===== src/rtl/bpsk_frame_pkg.sv =====
// Shared definitions for the BPSK framer and the matching receive deframer.
package bpsk_frame_pkg;

  typedef enum logic [2:0] {
    ST_IDLE,
    ST_PREAMBLE,
    ST_SYNC,
    ST_LEN,
    ST_PAYLOAD
  } tx_frame_state_t;

  localparam logic [15:0] SYNC_WORD_DEFAULT = 16'hD391;
  localparam int          SYNC_BITS_DEFAULT = 16;
  localparam int          LEN_BITS          = 8;

endpackage


===== src/rtl/bpsk_tx_framer_if.sv =====
// Payload byte stream handshake between a byte source and the framer.
interface bpsk_tx_framer_if;
  logic [7:0] s_data;
  logic       s_valid;
  logic       s_ready;

  modport master (output s_data, output s_valid, input s_ready);
  modport slave  (input s_data, input s_valid, output s_ready);
endinterface


===== src/rtl/bpsk_tx_framer_bit_timer.sv =====
// Free-running bit period counter; bit_tick marks the last clock of each bit.
module bit_timer #(
  parameter int CLKS_PER_BIT = 20
) (
  input  logic clk,
  input  logic rst,
  input  logic en,
  output logic bit_tick
);

  localparam int            CW   = (CLKS_PER_BIT > 1) ? $clog2(CLKS_PER_BIT) : 1;
  localparam logic [CW-1:0] LAST = CW'(CLKS_PER_BIT - 1);

  logic [CW-1:0] cnt;

  // Held at zero while disabled so the first bit of a frame gets a full period.
  always_ff @(posedge clk or posedge rst) begin
    if (rst)                    cnt <= '0;
    else if (!en || cnt == LAST) cnt <= '0;
    else                        cnt <= cnt + 1'b1;
  end

  assign bit_tick = en && (cnt == LAST);

endmodule


===== src/rtl/bpsk_tx_framer.sv =====
// Frame serialiser feeding the BPSK modulator: preamble, sync, length, payload,
// MSB first, one bit per CLKS_PER_BIT clocks with no gaps inside a frame.
module bpsk_tx_framer
  import bpsk_frame_pkg::*;
#(
  parameter int                   CLKS_PER_BIT  = 20,
  parameter int                   PREAMBLE_BITS = 32,
  parameter int                   SYNC_BITS     = SYNC_BITS_DEFAULT,
  parameter logic [SYNC_BITS-1:0] SYNC_WORD     = SYNC_BITS'(SYNC_WORD_DEFAULT)
) (
  input  logic                   clk,
  input  logic                   rst,
  input  logic                   start,
  input  logic [7:0]             len,
  bpsk_tx_framer_if.slave        s,
  output logic                   bit_out,
  output logic                   bit_valid,
  output logic                   busy,
  output logic                   done,
  output logic                   underrun
);

  localparam int SR_W  = (SYNC_BITS > LEN_BITS) ? SYNC_BITS : LEN_BITS;
  localparam int MAXF  = (PREAMBLE_BITS > SR_W) ? PREAMBLE_BITS : SR_W;
  localparam int CNT_W = $clog2(MAXF) + 1;

  tx_frame_state_t state, state_next;
  logic [CNT_W-1:0] bit_cnt, last_idx;
  logic [SR_W-1:0]  sr;
  logic [7:0]       len_q, byte_cnt, acc_cnt, buf_data;
  logic             buf_full, bit_tick, field_end;
  logic             done_set, under_set, load_sync, load_len, pop_buf;

  bit_timer #(.CLKS_PER_BIT(CLKS_PER_BIT)) u_bit_timer (
    .clk      (clk),
    .rst      (rst),
    .en       (state != ST_IDLE),
    .bit_tick (bit_tick)
  );

  always_comb begin
    case (state)
      ST_PREAMBLE: last_idx = CNT_W'(PREAMBLE_BITS - 1);
      ST_SYNC:     last_idx = CNT_W'(SYNC_BITS - 1);
      default:     last_idx = CNT_W'(LEN_BITS - 1);
    endcase
  end

  assign field_end = bit_tick && (bit_cnt == last_idx);
  assign bit_valid = (state != ST_IDLE);
  assign busy      = (state != ST_IDLE);
  // Only registered terms, so an accepted byte lands the cycle after the handshake.
  assign s.s_ready = (state == ST_SYNC || state == ST_LEN || state == ST_PAYLOAD)
                     && !buf_full && (acc_cnt < len_q);

  always_ff @(posedge clk or posedge rst) begin
    if (rst) state <= ST_IDLE;
    else     state <= state_next;
  end

  always_comb begin
    state_next = state;
    done_set   = 1'b0;
    under_set  = 1'b0;
    load_sync  = 1'b0;
    load_len   = 1'b0;
    pop_buf    = 1'b0;
    case (state)
      ST_IDLE:     if (start) state_next = ST_PREAMBLE;
      ST_PREAMBLE: if (field_end) begin state_next = ST_SYNC; load_sync = 1'b1; end
      ST_SYNC:     if (field_end) begin state_next = ST_LEN;  load_len  = 1'b1; end
      ST_LEN, ST_PAYLOAD: begin
        if (field_end) begin
          if ((state == ST_LEN && len_q == 8'd0) ||
              (state == ST_PAYLOAD && byte_cnt == len_q)) begin
            state_next = ST_IDLE;
            done_set   = 1'b1;
          end else if (buf_full) begin
            state_next = ST_PAYLOAD;
            pop_buf    = 1'b1;
          end else begin
            state_next = ST_IDLE;
            under_set  = 1'b1;
          end
        end
      end
      default: state_next = ST_IDLE;
    endcase
  end

  always_ff @(posedge clk or posedge rst) begin
    if (rst) begin
      done     <= 1'b0;
      underrun <= 1'b0;
      bit_out  <= 1'b0;
      bit_cnt  <= '0;
      sr       <= '0;
      len_q    <= '0;
      byte_cnt <= '0;
    end else begin
      done     <= done_set;
      underrun <= under_set;
      if (state == ST_IDLE) begin
        bit_out <= start;
        bit_cnt <= '0;
        if (start) begin
          len_q    <= len;
          byte_cnt <= '0;
        end
      end else if (state_next == ST_IDLE) begin
        bit_out <= 1'b0;
      end else if (load_sync) begin
        sr      <= SR_W'(SYNC_WORD) << (SR_W - SYNC_BITS);
        bit_out <= SYNC_WORD[SYNC_BITS-1];
        bit_cnt <= '0;
      end else if (load_len) begin
        sr      <= SR_W'(len_q) << (SR_W - LEN_BITS);
        bit_out <= len_q[7];
        bit_cnt <= '0;
      end else if (pop_buf) begin
        sr       <= SR_W'(buf_data) << (SR_W - LEN_BITS);
        bit_out  <= buf_data[7];
        bit_cnt  <= '0;
        byte_cnt <= byte_cnt + 8'd1;
      end else if (bit_tick) begin
        bit_cnt <= bit_cnt + 1'b1;
        if (state == ST_PREAMBLE) begin
          bit_out <= ~bit_out;
        end else begin
          sr      <= sr << 1;
          bit_out <= sr[SR_W-2];
        end
      end
    end
  end

  // Holding buffer: pop at a payload byte boundary and fill never coincide,
  // because filling requires it empty and popping requires it full.
  always_ff @(posedge clk or posedge rst) begin
    if (rst) begin
      buf_full <= 1'b0;
      buf_data <= '0;
      acc_cnt  <= '0;
    end else if (state == ST_IDLE) begin
      if (start) begin
        buf_full <= 1'b0;
        acc_cnt  <= '0;
      end
    end else begin
      if (pop_buf) buf_full <= 1'b0;
      if (s.s_valid && s.s_ready) begin
        buf_data <= s.s_data;
        buf_full <= 1'b1;
        acc_cnt  <= acc_cnt + 8'd1;
      end
    end
  end

endmodule

===== src/flat_wrapper.sv =====
// flat-port wrapper written by rule: the top's interface ports become plain ports
module bpsk_tx_framer_flat import bpsk_frame_pkg::*;
#(
  parameter int                   CLKS_PER_BIT  = 20,
  parameter int                   PREAMBLE_BITS = 32,
  parameter int                   SYNC_BITS     = SYNC_BITS_DEFAULT,
  parameter logic [SYNC_BITS-1:0] SYNC_WORD     = SYNC_BITS'(SYNC_WORD_DEFAULT)
)
  (clk, rst, start, len, bit_out, bit_valid, busy, done, underrun, s_s_data, s_s_valid, s_s_ready);
  bpsk_tx_framer_if s_i ();
  input  logic clk;
  input  logic rst;
  input  logic start;
  input  logic [7:0] len;
  output logic bit_out;
  output logic bit_valid;
  output logic busy;
  output logic done;
  output logic underrun;
  input wire logic [$bits(s_i.s_data)-1:0] s_s_data;
  input wire logic [$bits(s_i.s_valid)-1:0] s_s_valid;
  output wire logic [$bits(s_i.s_ready)-1:0] s_s_ready;
  assign s_i.s_data = s_s_data;
  assign s_i.s_valid = s_s_valid;
  assign s_s_ready = s_i.s_ready;
  bpsk_tx_framer #(.CLKS_PER_BIT(CLKS_PER_BIT), .PREAMBLE_BITS(PREAMBLE_BITS), .SYNC_BITS(SYNC_BITS), .SYNC_WORD(SYNC_WORD)) u_core (.clk(clk), .rst(rst), .start(start), .len(len), .s(s_i), .bit_out(bit_out), .bit_valid(bit_valid), .busy(busy), .done(done), .underrun(underrun));
endmodule

===== config.mk =====
export PLATFORM = sky130hd
export DESIGN_NAME = bpsk_tx_framer_flat
export DESIGN_NICKNAME = d
export VERILOG_FILES = /design/src/rtl/bpsk_frame_pkg.sv /design/src/rtl/bpsk_tx_framer_if.sv /design/src/rtl/bpsk_tx_framer_bit_timer.sv /design/src/rtl/bpsk_tx_framer.sv /design/src/flat_wrapper.sv
export SDC_FILE = /design/constraint.sdc
export NUM_CORES = 1
export LEC_CHECK = 0
export ABC_AREA = 1
export BUFFER_PORTS_ARGS = -buffer_cell sky130_fd_sc_hd__buf_4
export CELL_PAD_IN_SITES_DETAIL_PLACEMENT = 1
export CELL_PAD_IN_SITES_GLOBAL_PLACEMENT = 1
export CORE_MARGIN = 8
export CORE_UTILIZATION = 49
export CTS_CLUSTER_DIAMETER = 100
export DETAILED_ROUTE_END_ITERATION = 10
export GPL_TIMING_DRIVEN = 0
export PLACE_DENSITY = 0.9
export SYNTH_ARGS = -nofsm -noshare
export SYNTH_HDL_FRONTEND = slang
export SYNTH_SLANG_ARGS = --single-unit

===== constraint.sdc =====
create_clock -name clk -period 3.3 [get_ports clk]
set_input_delay 0.33 -clock clk [delete_from_list [all_inputs] [get_ports clk]]
set_output_delay 0.33 -clock clk [all_outputs]
set_load 0.01 [all_outputs]

**Yosys cells after proc, flatten, opt, wreduce, memory -nomap -nowiden**

Cells that the tools add are included.
Widths: inputs -> output; s select.

- Bits in registers: 65
- Bits of input ports: 20
- Output and inout port bits: 6
- Logic and storage cells: 116

- $add $sub $neg: 4
- $lt $le $gt $ge: 1
- Equal/unequal tests: 12
- Multiplexer cells: 53
- Bitwise gates (word level): 3
- Reductions and logical operators: 31

Operators by type and width:

| kind | number |
|---|---|
| $mux 15 | 5 |
| $mux 8 | 8 |
| $mux 6 | 6 |
| $mux 1 | 25 |
| $mux 3 | 6 |
| $add 8x1->8 const B | 2 |
| $pmux 3 s4 | 1 |
| $pmux 5 s2 | 1 |
| $reduce_and 2->1 | 5 |
| $eq 8x8->1 | 1 |
| $logic_not 8->1 | 1 |
| $lt 8x8->1 | 1 |
| $logic_and 1x1->1 | 7 |
| $add 6x1->6 const B | 1 |
| $eq 3x2->1 const B | 2 |
| $eq 6x5->1 | 1 |
| $logic_not 3->1 | 2 |
| $ne 2x2->1 const B | 3 |
| $reduce_bool 3->1 | 2 |
| $reduce_bool 6->1 | 1 |
| $add 5x1->5 const B | 1 |
| $eq 5x5->1 const B | 1 |
| $mux 5 | 1 |
| $reduce_and 5->1 | 1 |
| other kinds (12) | 19 |

**Logic depth before layout (Yosys ltp)**

- Depth in word-level cells: 11
- Depth in mapped cells: 15
- Depth with buffers taken out: 15

**Hierarchy**

A second synthesis with hierarchy kept.

- Cell total of the unflattened synthesis: 490
- Area, all modules: 3,677.3 sq um

By module, submodules not included:

| module | times used | cells an instance | area each (sq um) |
|---|---|---|---|
| bpsk_tx_framer | 1 | 459 | 3,425.8 |
| bit_timer | 1 | 31 | 251.5 |

**Worst setup path after synthesis**

No wires, ideal clock.

- Path kind: flip-flop to flip-flop
- Start: reg u_core.u_bit_timer.cnt[0]
- End: reg u_core.sr[3]
- Setup time: 117 ps
- Data arrival time: 1,927 ps
- Required time: 3,183 ps
- Slack: 1,255 ps
- Cell stages (with the launch flop): 16
- Path buffers: 1
- Path through: dfrtp_1 -> ha_1 -> nand2_1 -> nor2_2 -> nand3_4 -> nor2_8 -> nand3_4 -> clkinv_2 -> nand3_4 -> nand2_4 -> nor2_4 -> nor2_8 -> nand2_8 -> buf_8 -> nand2_1 -> o21ai_2

- Word-level cells in the longest chain between the ends: 8
- Elaborated cells between the ends (all ways): 20

Ends and longest elaborated chain:

| item | line | text |
|---|---|---|
| start, declared | bpsk_tx_framer_bit_timer.sv:14 | `logic [CW-1:0] cnt;` |
| start signal, assigned | bpsk_tx_framer_bit_timer.sv:20 | `else cnt <= cnt + 1'b1;` |
| $eq 5x5->1 (*) | bpsk_tx_framer_bit_timer.sv:23 | `assign bit_tick = en && (cnt == LAST);` |
| $logic_and 1x1->1 (*) | bpsk_tx_framer_bit_timer.sv:23 |  |
| $logic_and 1x1->1 (*) | bpsk_tx_framer.sv:49 | `assign field_end = bit_tick && (bit_cnt == last_idx);` |
| $mux 3 (on tied branches) | bpsk_tx_framer.sv:73, bpsk_tx_framer.sv:70, bpsk_tx_framer.sv:71 |  |
| $pmux 3 s4 (*) | bpsk_tx_framer.sv:68 | `case (state)` |
| named net u_core.state_next[2] | bpsk_tx_framer.sv:27 | `tx_frame_state_t state, state_next;` |
| $logic_not 3->1 (*) | bpsk_tx_framer.sv:110 | `end else if (state_next == ST_IDLE) begin` |
| $not 1->1 (no source line) (*) | n/a |  |
| $reduce_and 4->1 (no source line) (*) | n/a |  |
| end signal, assigned | bpsk_tx_framer.sv:113 | `sr <= SR_W'(SYNC_WORD) << (SR_W - SYNC_BITS);` |
| end signal, assigned | bpsk_tx_framer.sv:117 | `sr <= SR_W'(len_q) << (SR_W - LEN_BITS);` |
| end signal, assigned | bpsk_tx_framer.sv:121 | `sr <= SR_W'(buf_data) << (SR_W - LEN_BITS);` |
| end, declared | bpsk_tx_framer.sv:29 | `logic [SR_W-1:0] sr;` |

The timed path passes the listed nets; every way through them passes the cells marked *.
A chain may end at the register's enable or synchronous reset.

**Worst setup path in the final report**

- Start: reg u_core.len_q[7]
- End: reg u_core.acc_cnt[1]

- Word-level cells in the longest chain between the ends: 5

Ends and longest elaborated chain:

| item | line | text |
|---|---|---|
| start, declared | bpsk_tx_framer.sv:30 | `logic [7:0] len_q, byte_cnt, acc_cnt, buf_data;` |
| start signal, assigned | bpsk_tx_framer.sv:107 | `len_q <= len;` |
| $lt 8x8->1 | bpsk_tx_framer.sv:54 | `&& !buf_full && (acc_cnt < len_q);` |
| $logic_and 1x1->1 | bpsk_tx_framer.sv:54 |  |
| $logic_and 1x1->1 | bpsk_tx_framer.sv:151 | `if (s.s_valid && s.s_ready) begin` |
| $reduce_bool 2->1 (no source line) | n/a |  |
| $reduce_and 2->1 (no source line) | n/a |  |
| end signal, assigned | bpsk_tx_framer.sv:154 | `acc_cnt <= acc_cnt + 8'd1;` |
| end, declared | bpsk_tx_framer.sv:30 |  |

No other way between the ends.

==> key figures <==
Timing
  • Worst rel slew slack: 54.63%
  • RSZ-0062 raised after global routing: no
  • Slew @ Worst Pin: 0.6796 ns
  • Hold_ws: 0.07946 ns
  • Period utilization: 73.12%
  • Clk_skew: 0.01736 ns
  • Fin. Hold Viols: 0
  • Setup TNS: 0 ns
  • Count of final setup violators: 0
  • Fmax: 414.4 MHz
  • Fin crit period: 2.413 ns
  • Fin. max-slew vios: 0

Worst setup path
  • CP Capture Type: register
  • Crit path buf inv count: 3
  • Crit path max fanout: 10
  • Crit-path max cell delay: 0.50 ns
  • CP cell instances: inv_1 -> ha_1 -> a21oi_1 -> o21ai_0 -> a21oi_1 -> and2_1 -> nand2_1 -> inv_1 -> clkbuf_1 -> nand2_1 -> nand2_1
  • CP Launch Type: register
  • Critical Path AT: 2.70 ns
  • Most frequent cell on the critical path: nand2_1
  • Crit-path slowest cell: clkbuf_1
  • Worst Path Required: 3.58 ns
  • Worst Setup Path Type: register to register
  • Largest delay share family, worst path: buffers and inverters

Synthesis
  • Syn nets: 490
  • Syn. warnings: 0
  • Synth Cell Area: 0.003770 mm^2
  • Most frequent cells after synthesis: nand2_1, dfrtp_1, inv_1, nand3_1, nor2_1
  • Most used DFF post-synth: dfrtp_1
  • Sequential share of the synthesized area: 43.15%
  • Asr flop ratio synth: 100.0%
  • Mapped Cells: 459
  • Synth unique cells: 41
  • FF+latch count, synth: 65
  • Cell type with the highest aggregate area in the netlist: dfrtp_1
  • Syn avg cell area: 8.213 um^2
  • Count leader, synth: nand2_1
  • EDFF count, synth: 0
  • Area contributors post-synth: dfrtp_1, nand2_1, nand3_1
  • Synth top area share: 43.15%

Clock tree
  • CTS Buf Count: 9
  • Post-CTS resize count: 0
  • Worst-skew pair later-pin latency: 0.35 ns
  • CTS Hold Bufs: 0
  • Clock Path Buffers: 2
  • TritonCTS clock tree: built
  • CTS H-tree depth: 3
  • # Post-CTS Setup Buffers: 0
  • Clock root cell: clkbuf_8
  • CTS sink cnt: 65
  • Clock-pin slew on the worst setup and hold paths: 0.08 ns

GRT
  • Largest net degree at the start of global routing: 37
  • Initial antenna violation count: 0
  • Gr ovfl total: 0
  • First-pass GRT wire length: 17400 um
  • Vias in the first global route: 3572
  • Total track usage: 19.91%

Detailed routing
  • Wirelength, routed: 10460 um
  • DRC: 0
  • Vias: 3244
  • Routed WL per cell: 17.34 um
  • Initial DRC count: 109
  • Vias/cell: 5.380
  • DRT antenna net count: 0
  • Drt pass-1 iters: 4

Pwr
  • Clock Power Share: 48.5%
  • Leakage power figure: 0.002230 uW
  • Reg power frac: 49.2%
  • Pwr dens: 373.8 mW/mm^2
  • Switching share of total power: 20.80%
  • Psw: 336.5 uW
  • Internal power: 1281 uW
  • Peak VDD IR: 0.0001438 V
  • Logic pwr share: 2.2%

Floorplanning
  • Die W: 103.7 um
  • Core Box Area: 0.007607 mm^2
  • Initial Utilization: 49.56%
  • # rows: 32
  • Die ar.: 0.01076 mm^2
  • Io pins: 26
  • Die Ht: 103.7 um

Cells and area
  • Syn-to-layout area delta: 14.80%
  • Nets: 527
  • Layout cells sized above 1: 17.96%
  • # diodes: 0

Flow run
  • MaxCap Viol Count: 0

Run status
  • Status: finished clean

Placed design
  • Placer Congestion: 0.8529
  • I/O Buffers: 25
  • Post-DP HPWL: 7617 um

Min path
  • Type of the worst min-delay path: input pin to asynchronous set/reset pin
[final cells by class]
type / count / area, um^2
flip-flops and latches: 65 / 1627
plain buffers: 12 / 77.57
clock inverters: 2 / 60.06
repair buffers: 26 / 207.7
fillers: 945 / 3279
well taps: 102 / 127.6
inverters: 45 / 172.7
multi-input cells: 337 / 1893
clock buffers: 14 / 162.7
[placed cells by master, fill, tap and decap left out, drive strengths merged]
cell type and n:
nand2 139, dfrtp 65, nand3 47, inv 44
nor2 40, o21ai 39, buf 33, clkbuf 19
a21oi 16, xnor2 12, ha 11, xor2 8
nand4 6, o211ai 5, nor3 4, o22ai 3
bufinv 2, clkinv 1, a21boi 1, nor2b 1
nand3b 1, a31oi 1, and2 1, nor4 1
mux2i 1
[sequential cells by signal, indices dropped and copies added, names as in the netlist]
signal / cells
u_core.len_q: 8
u_core.buf_data: 8
u_core.buf_full: 1
u_core.underrun: 1
u_core.bit_out: 1
u_core.acc_cnt: 8
u_core.u_bit_timer.cnt: 5
u_core.bit_cnt: 6
u_core.byte_cnt: 8
u_core.state: 3
u_core.done: 1
u_core.sr: 15
[power by group through the flow]
stage,logic [uW],registers [uW],clock network [uW]
detailed placement,37.9,812,0
CTS,38.0,796,789
global placement,33.7,812,0
floorplan,11.7,812,0
global route,40.8,796,827
finish,36.3,796,785
[metal layers]
metal  up-vias  track usage, %  wire [um]
met3        20           3.903        350
met4         0           7.756        248
met2        50           35.01       5329
li1       1563               -          -
met5         -               0          0
met1      1611           23.26       4527
[final timing paths]
path	from	endpoint	slack (ns)	cells past startpoint
hold reg to reg	u_core.sr[0]	u_core.sr[0]	0.48	2
hold / removal	rst	u_core.byte_cnt[3]	0.08	2
max in group asynchronous	rst	u_core.u_bit_timer.cnt[3]	2.58	3
setup reg to reg	u_core.len_q[7]	u_core.acc_cnt[1]	0.89	11
min in group clk	s_s_data[2]	u_core.buf_data[2]	0.17	3
setup / recovery	u_core.len_q[7]	u_core.acc_cnt[1]	0.89	11
[cell families (layout without fill, tap and decap cells)]
group / count (synthesis) / count (layout) / share of synthesized area (%)
muxes: 1 / 1 / 0.2655
xor gates and xnor gates: 20 / 20 / 4.647
and+or+nand+nor: 240 / 240 / 31.70
DFF: 65 / 65 / 43.15
AOI/OAI and AO/OA: 65 / 65 / 9.957
adders and majority gates: 11 / 11 / 3.651
buffers and inverters: 57 / 99 / 6.638
[metrics by stage]
step	setup WS [ns]	area [um^2]	total power, uW	instances	utilization [%]
global placement	0.4892	4085	845.3	586	53.70
global route	0.6177	4328	1663	603	56.89
CTS	0.8542	4328	1624	603	56.89
detailed placement	0.9017	4105	849.4	587	53.96
finish	0.8869	4328	1618	603	56.89
floorplan	1.255	3770	823.3	459	-
(Power assumes the default switching activity.)
